$ cat src/rtl/gcd_pkg.sv
// Shared definitions for the GCD core driver and its controller bench:
// driver state encoding and default sizing.
package gcd_pkg;

  typedef enum logic [2:0] {
    ST_IDLE   = 3'd0,
    ST_LOAD_A = 3'd1,
    ST_LOAD_B = 3'd2,
    ST_WAIT   = 3'd3,
    ST_CLEAR  = 3'd4,
    ST_RESP   = 3'd5
  } gcd_state_t;

  localparam int GCD_W          = 16;
  localparam int GCD_TIMEOUT    = 1024;
  localparam int GCD_CLR_CYCLES = 2;

endpackage

$ cat src/rtl/gcd_watchdog.sv
// Saturating cycle counter that bounds how long the driver waits for the core.
module gcd_watchdog #(
  parameter int TIMEOUT = 1024
) (
  input  logic clk,
  input  logic rst,
  input  logic clear,
  input  logic enable,
  output logic expired
);

  localparam int CW = $clog2(TIMEOUT + 1);
  localparam logic [CW-1:0] LAST = CW'(TIMEOUT - 1);
  localparam logic [CW-1:0] MAX  = CW'(TIMEOUT);

  logic [CW-1:0] cnt;

  always_ff @(posedge clk) begin
    if (rst || clear) begin
      cnt <= '0;
    end else if (enable && (cnt != MAX)) begin
      cnt <= cnt + CW'(1);
    end
  end

  // Flags the TIMEOUT-th enabled cycle, so WAIT lasts at most TIMEOUT cycles.
  assign expired = enable && (cnt >= LAST);

endmodule

$ cat src/rtl/gcd_job_driver.sv
// Initiator for the GCD core start/ldA/ldB/done handshake: takes operand pairs,
// loads A then B on the shared bus, waits for done, clears the core, returns the result.
module gcd_job_driver
  import gcd_pkg::*;
#(
  parameter int W          = GCD_W,
  parameter int TIMEOUT    = GCD_TIMEOUT,
  parameter int CLR_CYCLES = GCD_CLR_CYCLES
) (
  input  logic         clk,
  input  logic         rst,
  input  logic         op_valid,
  output logic         op_ready,
  input  logic [W-1:0] op_a,
  input  logic [W-1:0] op_b,
  output logic         gcd_start,
  output logic [W-1:0] gcd_data_in,
  output logic         gcd_clr,
  input  logic         gcd_done,
  input  logic [W-1:0] gcd_result,
  output logic         res_valid,
  input  logic         res_ready,
  output logic [W-1:0] res_data,
  output logic         res_err,
  output logic [2:0]   dbg_state
);

  // Handshakes: a transfer happens on a rising edge where valid && ready are both 1;
  // valid, once raised, holds its payload stable until that edge.

  localparam int CCW = $clog2(CLR_CYCLES + 1);

  gcd_state_t     state, state_n;
  logic [W-1:0]   b_q;
  logic [CCW-1:0] clr_cnt, flush_cnt;
  logic           accept, zero_op, expired;
  logic           op_ready_d, start_d, clr_d, res_valid_d;
  logic [W-1:0]   data_in_d;

  assign accept    = (state == ST_IDLE) && op_ready && op_valid;
  assign zero_op   = (op_a == '0) || (op_b == '0);
  assign dbg_state = state;

  gcd_watchdog #(.TIMEOUT(TIMEOUT)) u_watchdog (
    .clk     (clk),
    .rst     (rst),
    .clear   (state == ST_LOAD_B),
    .enable  (state == ST_WAIT),
    .expired (expired)
  );

  always_ff @(posedge clk) begin
    if (rst) state <= ST_IDLE;
    else     state <= state_n;
  end

  always_comb begin
    state_n = state;
    case (state)
      ST_IDLE:   if (accept) state_n = zero_op ? ST_RESP : ST_LOAD_A;
      ST_LOAD_A: state_n = ST_LOAD_B;
      ST_LOAD_B: state_n = ST_WAIT;
      ST_WAIT:   if (gcd_done || expired) state_n = ST_CLEAR;
      ST_CLEAR:  if (clr_cnt == '0) state_n = ST_RESP;
      ST_RESP:   if (res_ready) state_n = ST_IDLE;
      default:   state_n = ST_IDLE;
    endcase
  end

  // Outputs are decoded from the next state and registered, so they line up with state.
  // The post-reset flush gives way if a job launches before it completes.
  always_comb begin
    op_ready_d  = (state_n == ST_IDLE);
    start_d     = (state_n == ST_LOAD_A);
    res_valid_d = (state_n == ST_RESP);
    clr_d       = (state_n == ST_CLEAR) || ((state_n == ST_IDLE) && (flush_cnt != '0));
    case (state_n)
      ST_LOAD_A:         data_in_d = op_a;
      ST_LOAD_B, ST_WAIT: data_in_d = b_q;
      default:           data_in_d = '0;
    endcase
  end

  always_ff @(posedge clk) begin
    if (rst) begin
      op_ready    <= 1'b0;
      gcd_start   <= 1'b0;
      gcd_data_in <= '0;
      gcd_clr     <= 1'b1;
      res_valid   <= 1'b0;
      res_data    <= '0;
      res_err     <= 1'b0;
      b_q         <= '0;
      clr_cnt     <= '0;
      flush_cnt   <= CCW'(CLR_CYCLES);
    end else begin
      op_ready    <= op_ready_d;
      gcd_start   <= start_d;
      gcd_data_in <= data_in_d;
      gcd_clr     <= clr_d;
      res_valid   <= res_valid_d;
      if (flush_cnt != '0) flush_cnt <= flush_cnt - CCW'(1);
      if (accept) begin
        b_q      <= op_b;
        res_data <= zero_op ? (op_a | op_b) : '0;
        res_err  <= 1'b0;
      end
      // Done wins over a simultaneous timeout.
      if ((state == ST_WAIT) && (state_n == ST_CLEAR)) begin
        clr_cnt  <= CCW'(CLR_CYCLES - 1);
        res_data <= gcd_done ? gcd_result : '0;
        res_err  <= !gcd_done;
      end else if ((state == ST_CLEAR) && (clr_cnt != '0)) begin
        clr_cnt <= clr_cnt - CCW'(1);
      end
    end
  end

endmodule

$ cat config.mk
export PLATFORM = sky130hd
export DESIGN_NAME = gcd_job_driver
export DESIGN_NICKNAME = d
export VERILOG_FILES = /design/src/rtl/gcd_pkg.sv /design/src/rtl/gcd_watchdog.sv /design/src/rtl/gcd_job_driver.sv
export SDC_FILE = /design/constraint.sdc
export NUM_CORES = 1
export LEC_CHECK = 0
export BUFFER_PORTS_ARGS = -buffer_cell sky130_fd_sc_hd__buf_2
export CORE_UTILIZATION = 38
export DETAILED_ROUTE_END_ITERATION = 7
export PLACE_DENSITY = 0.6
export SLEW_MARGIN = 20
export SYNTH_ARGS = -nofsm -noshare
export SYNTH_HDL_FRONTEND = slang
export SYNTH_SLANG_ARGS = --single-unit
$ cat constraint.sdc
create_clock -name clk -period 4.8 [get_ports clk]
set_clock_uncertainty 0.15 [all_clocks]
set_input_delay 0.24 -clock clk [delete_from_list [all_inputs] [get_ports clk]]
set_output_delay 0.24 -clock clk [all_outputs]
set_load 0.05 [all_outputs]
==> results of run 1 <==
## worst max-delay path, delay by kind of cell, from the launching register on
family,cells,cell delay (ns)
flops,1,0.41
simple gates,2,0.88
buf+inv,1,0.32
compound gates,2,0.76
## placed cells by master, fill, tap and decap left out, types with 2 or more instances in the layout
master and instances:
dlygate4sd3_1 8, nor4_1 13, o211ai_1 18, buf_2 92, nand2_1 36, nand4b_1 2, nor3_1 4, and4_1 2
xnor2_1 7, a21oi_1 22, nand4_1 17, or2_2 2, nand3_1 2, or3_1 3, and4b_1 2, nor2_1 30
and2_1 3, o21ai_1 3, clkbuf_8 10, ha_1 4, bufinv_16 3, dfxtp_1 71, buf_4 3, inv_1 12
xor2_1 3, a32o_1 16, nor2_2 2, o2111ai_1 16
## repair_timing
item | 4_1_cts | 5_1_grt
endpoints found under the hold margin | 8 | 0
endpoints found under the setup margin | 0 | 0
hold buffers | 8 | 0
resized for setup | 0 | 0
setup buffers | 0 | 0
## power breakdown
part           switching [W]  internal (W)
Clock               0.000220      0.000357
Combinational       0.000203     0.0000988
Sequential         0.0000248      0.000630
Total               0.000448       0.00109
## routing by layer
| metal | vias up | part of all wire (%) |
|---|---|---|
| met5 | - | 0 |
| met1 | 1405 | 46 |
| li1 | 1465 | - |
| met3 | 12 | 6.7 |
| met2 | 98 | 45 |
| met4 | 0 | 1.7 |
## cells by family after synthesis
logic type,synth area share (%)
adders and majority gates,1.59
AOI/OAI and AO/OA,23.1
and+or+nand+nor,21.2
xor gates and xnor gates,2.78
DFF,45.1
buffers and inverters,5.52
muxes,0.675
## registers in the layout, summed over array words and instances (netlist names)
register,flops
clr_cnt,2
gcd_start,1
op_ready,1
res_valid,1
gcd_clr,1
gcd_data_in,16
flush_cnt,2
u_watchdog.cnt,11
dbg_state,3
res_data,16
res_err,1
b_q,16
## cell type report
| type | count | area (um2) |
|---|---|---|
| clock buffer | 10 | 138 |
| clock inverter | 5 | 106 |
| fill | 781 | 3920 |
| inverter | 12 | 45.0 |
| multi-input combinational | 232 | 1550 |
| sequential | 71 | 1420 |
| tap | 102 | 128 |
| timing repair buffer | 104 | 574 |
## through the flow
step	utilization, %	total power (W)	instances
6_report	50.3	0.00153	536
5_1_grt	50.3	0.00160	536
4_1_cts	50.1	0.00154	535
3_5_place_dp	46.0	0.000962	512
3_3_place_gp	45.9	0.000960	511
2_1_floorplan	-	0.000879	344
## how the worst min path moves through the flow
stage                   to  slack (ns)           from  cells after the start
3_3_place_gp       b_q[14]        0.29        b_q[14]                      2
4_1_cts            b_q[12]      0.0008       op_b[12]                      3
3_5_place_dp        b_q[7]        0.30         b_q[7]                      2
6_report       res_data[3]        0.01  gcd_result[3]                      3
2_1_floorplan       b_q[0]        0.23        op_b[0]                      2
5_1_grt        res_data[4]        0.01  gcd_result[4]                      3
==> out/summary.txt, run 1 <==
Critical Path End: res_valid
Tmin final: 2.64 ns
CP arrival: 2.72 ns
WL/cell: 16.4 um
Hold WC Path Type: in2reg
# IOs: 93
Total Routing Usage GR: 21.0%
RR Startpoint: dbg_state[1]
Area delta synth->final: 25.9%
RePlAce Congestion: 0.846
Leak pwr: 1.57 nW
Async S/R FF share, synth: 0%
Post-synth top cells: 71 x dfxtp_1, 36 x nand2_1, 30 x nor2_1, 22 x a21oi_1
Worst slew pin tran: 1.10 ns
RSZ-0062 raised after global routing: no
Post-synth top area share: 45.1%
Final Hold Fails: 0
Clk sinks: 71
Yosys warnings: 0
Vias in the first global route: 2810
Startpoint types: register
Slew Limit Fails: 0
Crit path cell chain: nor2_4 -> and4b_1 -> o21ai_1 -> buf_4 -> a311oi_1
Post-synth top flop: dfxtp_1
Post-synthesis sequential area ratio: 45.1%
Largest net degree at the start of global routing: 39
Worst-Skew Late Latency: 0.34 ns
Area post-placement: 0.00363 mm2
Grt ovf: 0
Busiest layer in global routing: met2
Critical path origin: dbg_state[1]
TritonCTS clock tree: yes
Antenna-violating nets left: 0
Top-count cell post-synth: dfxtp_1
Root buffer selected by CTS: clkbuf_8
Max_cap viols: 0
Final WS setup: 2.16 ns
Register clock-pin slew on the reported worst setup and hold paths: 0.08 ns
Met2 usage: 31.3%
Nets: 487
Initial drt markers: 210
Setup Viol. Count Final: 0
Detailed-route wire length: 8810 um
Synth area leaders: dfxtp_1 45%, a32o_1 5.1%, o2111ai_1 4.4%
Die Footprint: 0.00866 mm2
Gate Count Post-Synth: 344
Fmax: 0.379 GHz
H-tree depth: 3
Fin crit share: 54.9%
Post-synthesis cell type count: 51
Antenna violations before repair: 0
EDFF count, synth: 0
Die height: 93.0 um
Delay of the slowest cell on the worst path: 0.67 ns
Post-Layout Inst Area: 0.00397 mm2
Syn Nets: 401
Peak VDD IR: 0.190 mV
CP endpoint kind: register
DRC viols: 0
First-pass GRT wire length: 14000 um
Final antenna diode count: 0
Crit Path Class: reg2reg
PD cells: 387 mW/mm2
Port bufs: 92
R2r setup slk: 2.16 ns
R2R depth: 5
Area leader, netlist: dfxtp_1
Critical Path Slowest Stage Cell: and4b_1
Syn Area/Cell: 9.15 um2
Hold WS: 0.0110 ns
Mapped cell area: 0.00315 mm2
Critical path peak fanout: 18
Share of layout cells above drive strength 1: 28.6%
Via Count: 2980
Detailed Routing Iterations Pass 1: 4
Core Box Area: 0.00789 mm2
Met1 GRT Util: 29.4%
Starting Density: 39.9%
Global Route met3 Usage: 4.15%
Critical Path RT: 4.89 ns
Seq cells post-synth: 71
Reg2reg end: res_valid
Site Rows: 32
Clk buf depth: 2
Post-DP HPWL: 6240 um
Via/cell ratio: 5.56
Die Wd: 93.0 um
Status: complete, no violations
Pre-CTS WS: 2.16 ns
Rel. slew slack: 26.7%
Number of CTS-inserted buffers: 9
Setup TNS: 0 ns
Power figures use the tool's default switching activity.
==> run 2: changes to the inputs <==
- PLACE_DENSITY: 0.6 -> 0.62
- clock period: 4.8 -> 2.4 ns (I/O delays scaled with it)
==> run 2 against run 1 <==
Net effect:
- core utilization rose by 5.8 points
- register-to-register slack got worse by 1.8 ns
- setup slack got worse by 1.8 ns
==> out/summary.txt, run 2 (same netlist as run 1, synthesis figures left out) <==
Status: complete, no violations
Area delta synth->final: 40.4%
Crit Path Class: reg2reg
Post-layout utilization of the core: 56.1% (+5.8 points)
Starting Density: 39.9% (unchanged)
Via/cell ratio: 5.44 (-2.1%)
Hold WS: 0.0582 ns (+0.0472 ns)
Startpoint types: register
Via Count: 3199 (+7.3%)
Antenna-violating nets left: 0 (unchanged)
PD cells: 690 mW/mm2 (+78%)
RSZ-0062 raised after global routing: no
Post-Layout Inst Area: 0.00442 mm2 (+12%)
Worst-Skew Late Latency: 0.34 ns (about the same)
Port bufs: 92 (unchanged)
Post-DP HPWL: 6530 um (+4.7%)
Initial drt markers: 202 (-3.8%)
Hold WC Path Type: in2reg
H-tree depth: 3 (unchanged)
Register clock-pin slew on the reported worst setup and hold paths: 0.08 ns (about the same)
Peak VDD IR: 0.341 mV (+79%)
CP arrival: 2.10 ns (-0.62 ns)
Detailed-route wire length: 9610 um (+9.1%)
Clk sinks: 71 (unchanged)
Share of layout cells above drive strength 1: 28.0% (-0.59 points)
Critical Path RT: 2.47 ns (-2.42 ns)
Rel. slew slack: 43.3% (+17 points)
Pre-CTS WS: 0.370 ns (-1.79 ns)
Final Hold Fails: 0 (unchanged)
Site Rows: 32 (unchanged)
Grt ovf: 0 (unchanged)
First-pass GRT wire length: 15200 um (+8.5%)
Max_cap viols: 0 (unchanged)
Leak pwr: 1.79 nW (+14%)
WL/cell: 16.3 um (-0.54%)
Final WS setup: 0.364 ns (-1.80 ns)
Area post-placement: 0.00372 mm2 (+2.5%)
# IOs: 93 (unchanged)
Root buffer selected by CTS: clkbuf_8
Slew Limit Fails: 0 (unchanged)
CP endpoint kind: register
Final antenna diode count: 0 (unchanged)
Setup TNS: 0 ns (unchanged)
Setup Viol. Count Final: 0 (unchanged)
Vias in the first global route: 3062 (+9.0%)
TritonCTS clock tree: yes
Nets: 538 (+10%)
Die height: 93.0 um (unchanged)
Die Footprint: 0.00866 mm2 (unchanged)
Tmin final: 2.04 ns (-0.600 ns)
DRC viols: 0 (unchanged)
Most frequent cells in the layout: 92 x buf_2, 71 x dfxtp_1, 48 x dlygate4sd3_1
CTS resizes: 0 (unchanged)
Critical path peak fanout: 14 (-4)
Core Box Area: 0.00789 mm2 (unchanged)
Fmax: 0.491 GHz (+29%)
Die Wd: 93.0 um (unchanged)
Fin crit share: 84.8% (+30 points)
R2r setup slk: 0.36 ns (-1.80 ns)
Antenna violations before repair: 0 (unchanged)
Total Routing Usage GR: 22.8% (+1.8 points)
Commonest non-fill, non-tap cell in the layout: buf_2
Clk buf depth: 2 (unchanged)
Number of CTS-inserted buffers: 9 (unchanged)
Worst slew pin tran: 0.842 ns (-0.256 ns)
Largest regs: b_q: 16 flops, gcd_data_in: 16 flops, res_data: 16 flops
RePlAce Congestion: 0.850 (+0.46%)
Largest net degree at the start of global routing: 34 (-13%)
Detailed Routing Iterations Pass 1: 5 (+1)
==> run 2: cell count changes in the layout (fill, tap and decap cells not counted) <==
cell	change
dlygate4sd3_1	+40
clkinv_2	+3
bufinv_16	-1
o21ai_0	+1
buf_4	+12
clkinvlp_4	-1
o21ai_1	-1
buf_6	-1
==> run 2: final timing paths <==
path             endpoint              start  cells past startpoint
max           res_data[4]  u_watchdog.cnt[0]                      6
min reg2reg        b_q[1]             b_q[1]                      2
max reg2reg   res_data[4]  u_watchdog.cnt[0]                      6
min          flush_cnt[1]                rst                      4
==> run 2: layout make-up <==
| type | instances | area [um2] |
|---|---|---|
| clock buffers | 10 | 138 |
| clock inverters | 6 | 83.8 |
| fillers | 720 | 3460 |
| inverters | 12 | 45.0 |
| multi-input cells | 232 | 1550 |
| flip-flops and latches | 71 | 1420 |
| well taps | 102 | 128 |
| repair buffers | 155 | 1050 |
==> run 2: what timing repair did <==
| action | CTS | global route |
|---|---|---|
| setup buffers | 0 | 0 |
| hold buffers | 48 | 0 |
| hold endpoints to repair | 48 | 0 |
==> run 2: layer usage <==
metal | track usage, % | up-vias | part of all wire (%)
met1 | 29.3 | 1476 | 44
met4 | 8.33 | 0 | 2.0
met5 | 0 | - | 0
met3 | 6.18 | 18 | 6.9
li1 | - | 1572 | -
met2 | 36.3 | 133 | 47
==> run 2: through the flow <==
step / instances / total power, W
2_1_floorplan: 344 / 0.00176
3_3_place_gp: 524 / 0.00193
3_5_place_dp: 524 / 0.00195
4_1_cts: 588 / 0.00307
5_1_grt: 588 / 0.00318
6_report: 588 / 0.00305
==> run 2: power breakdown <==
part	total [W]	internal, W	switching [W]
logic	0.000676	0.000254	0.000421
clock network	0.00106	0.000610	0.000453
registers	0.00131	0.00126	0.0000520
total	0.00305	0.00212	0.000926
==> run 2: worst max-delay path, cell delays in order, from the launching register on <==
cell,delay (ns)
dfxtp_1,0.42
ha_1,0.28
a21oi_2,0.08
o41a_1,0.44
buf_4,0.23
o2111ai_1,0.19
o211ai_1,0.11
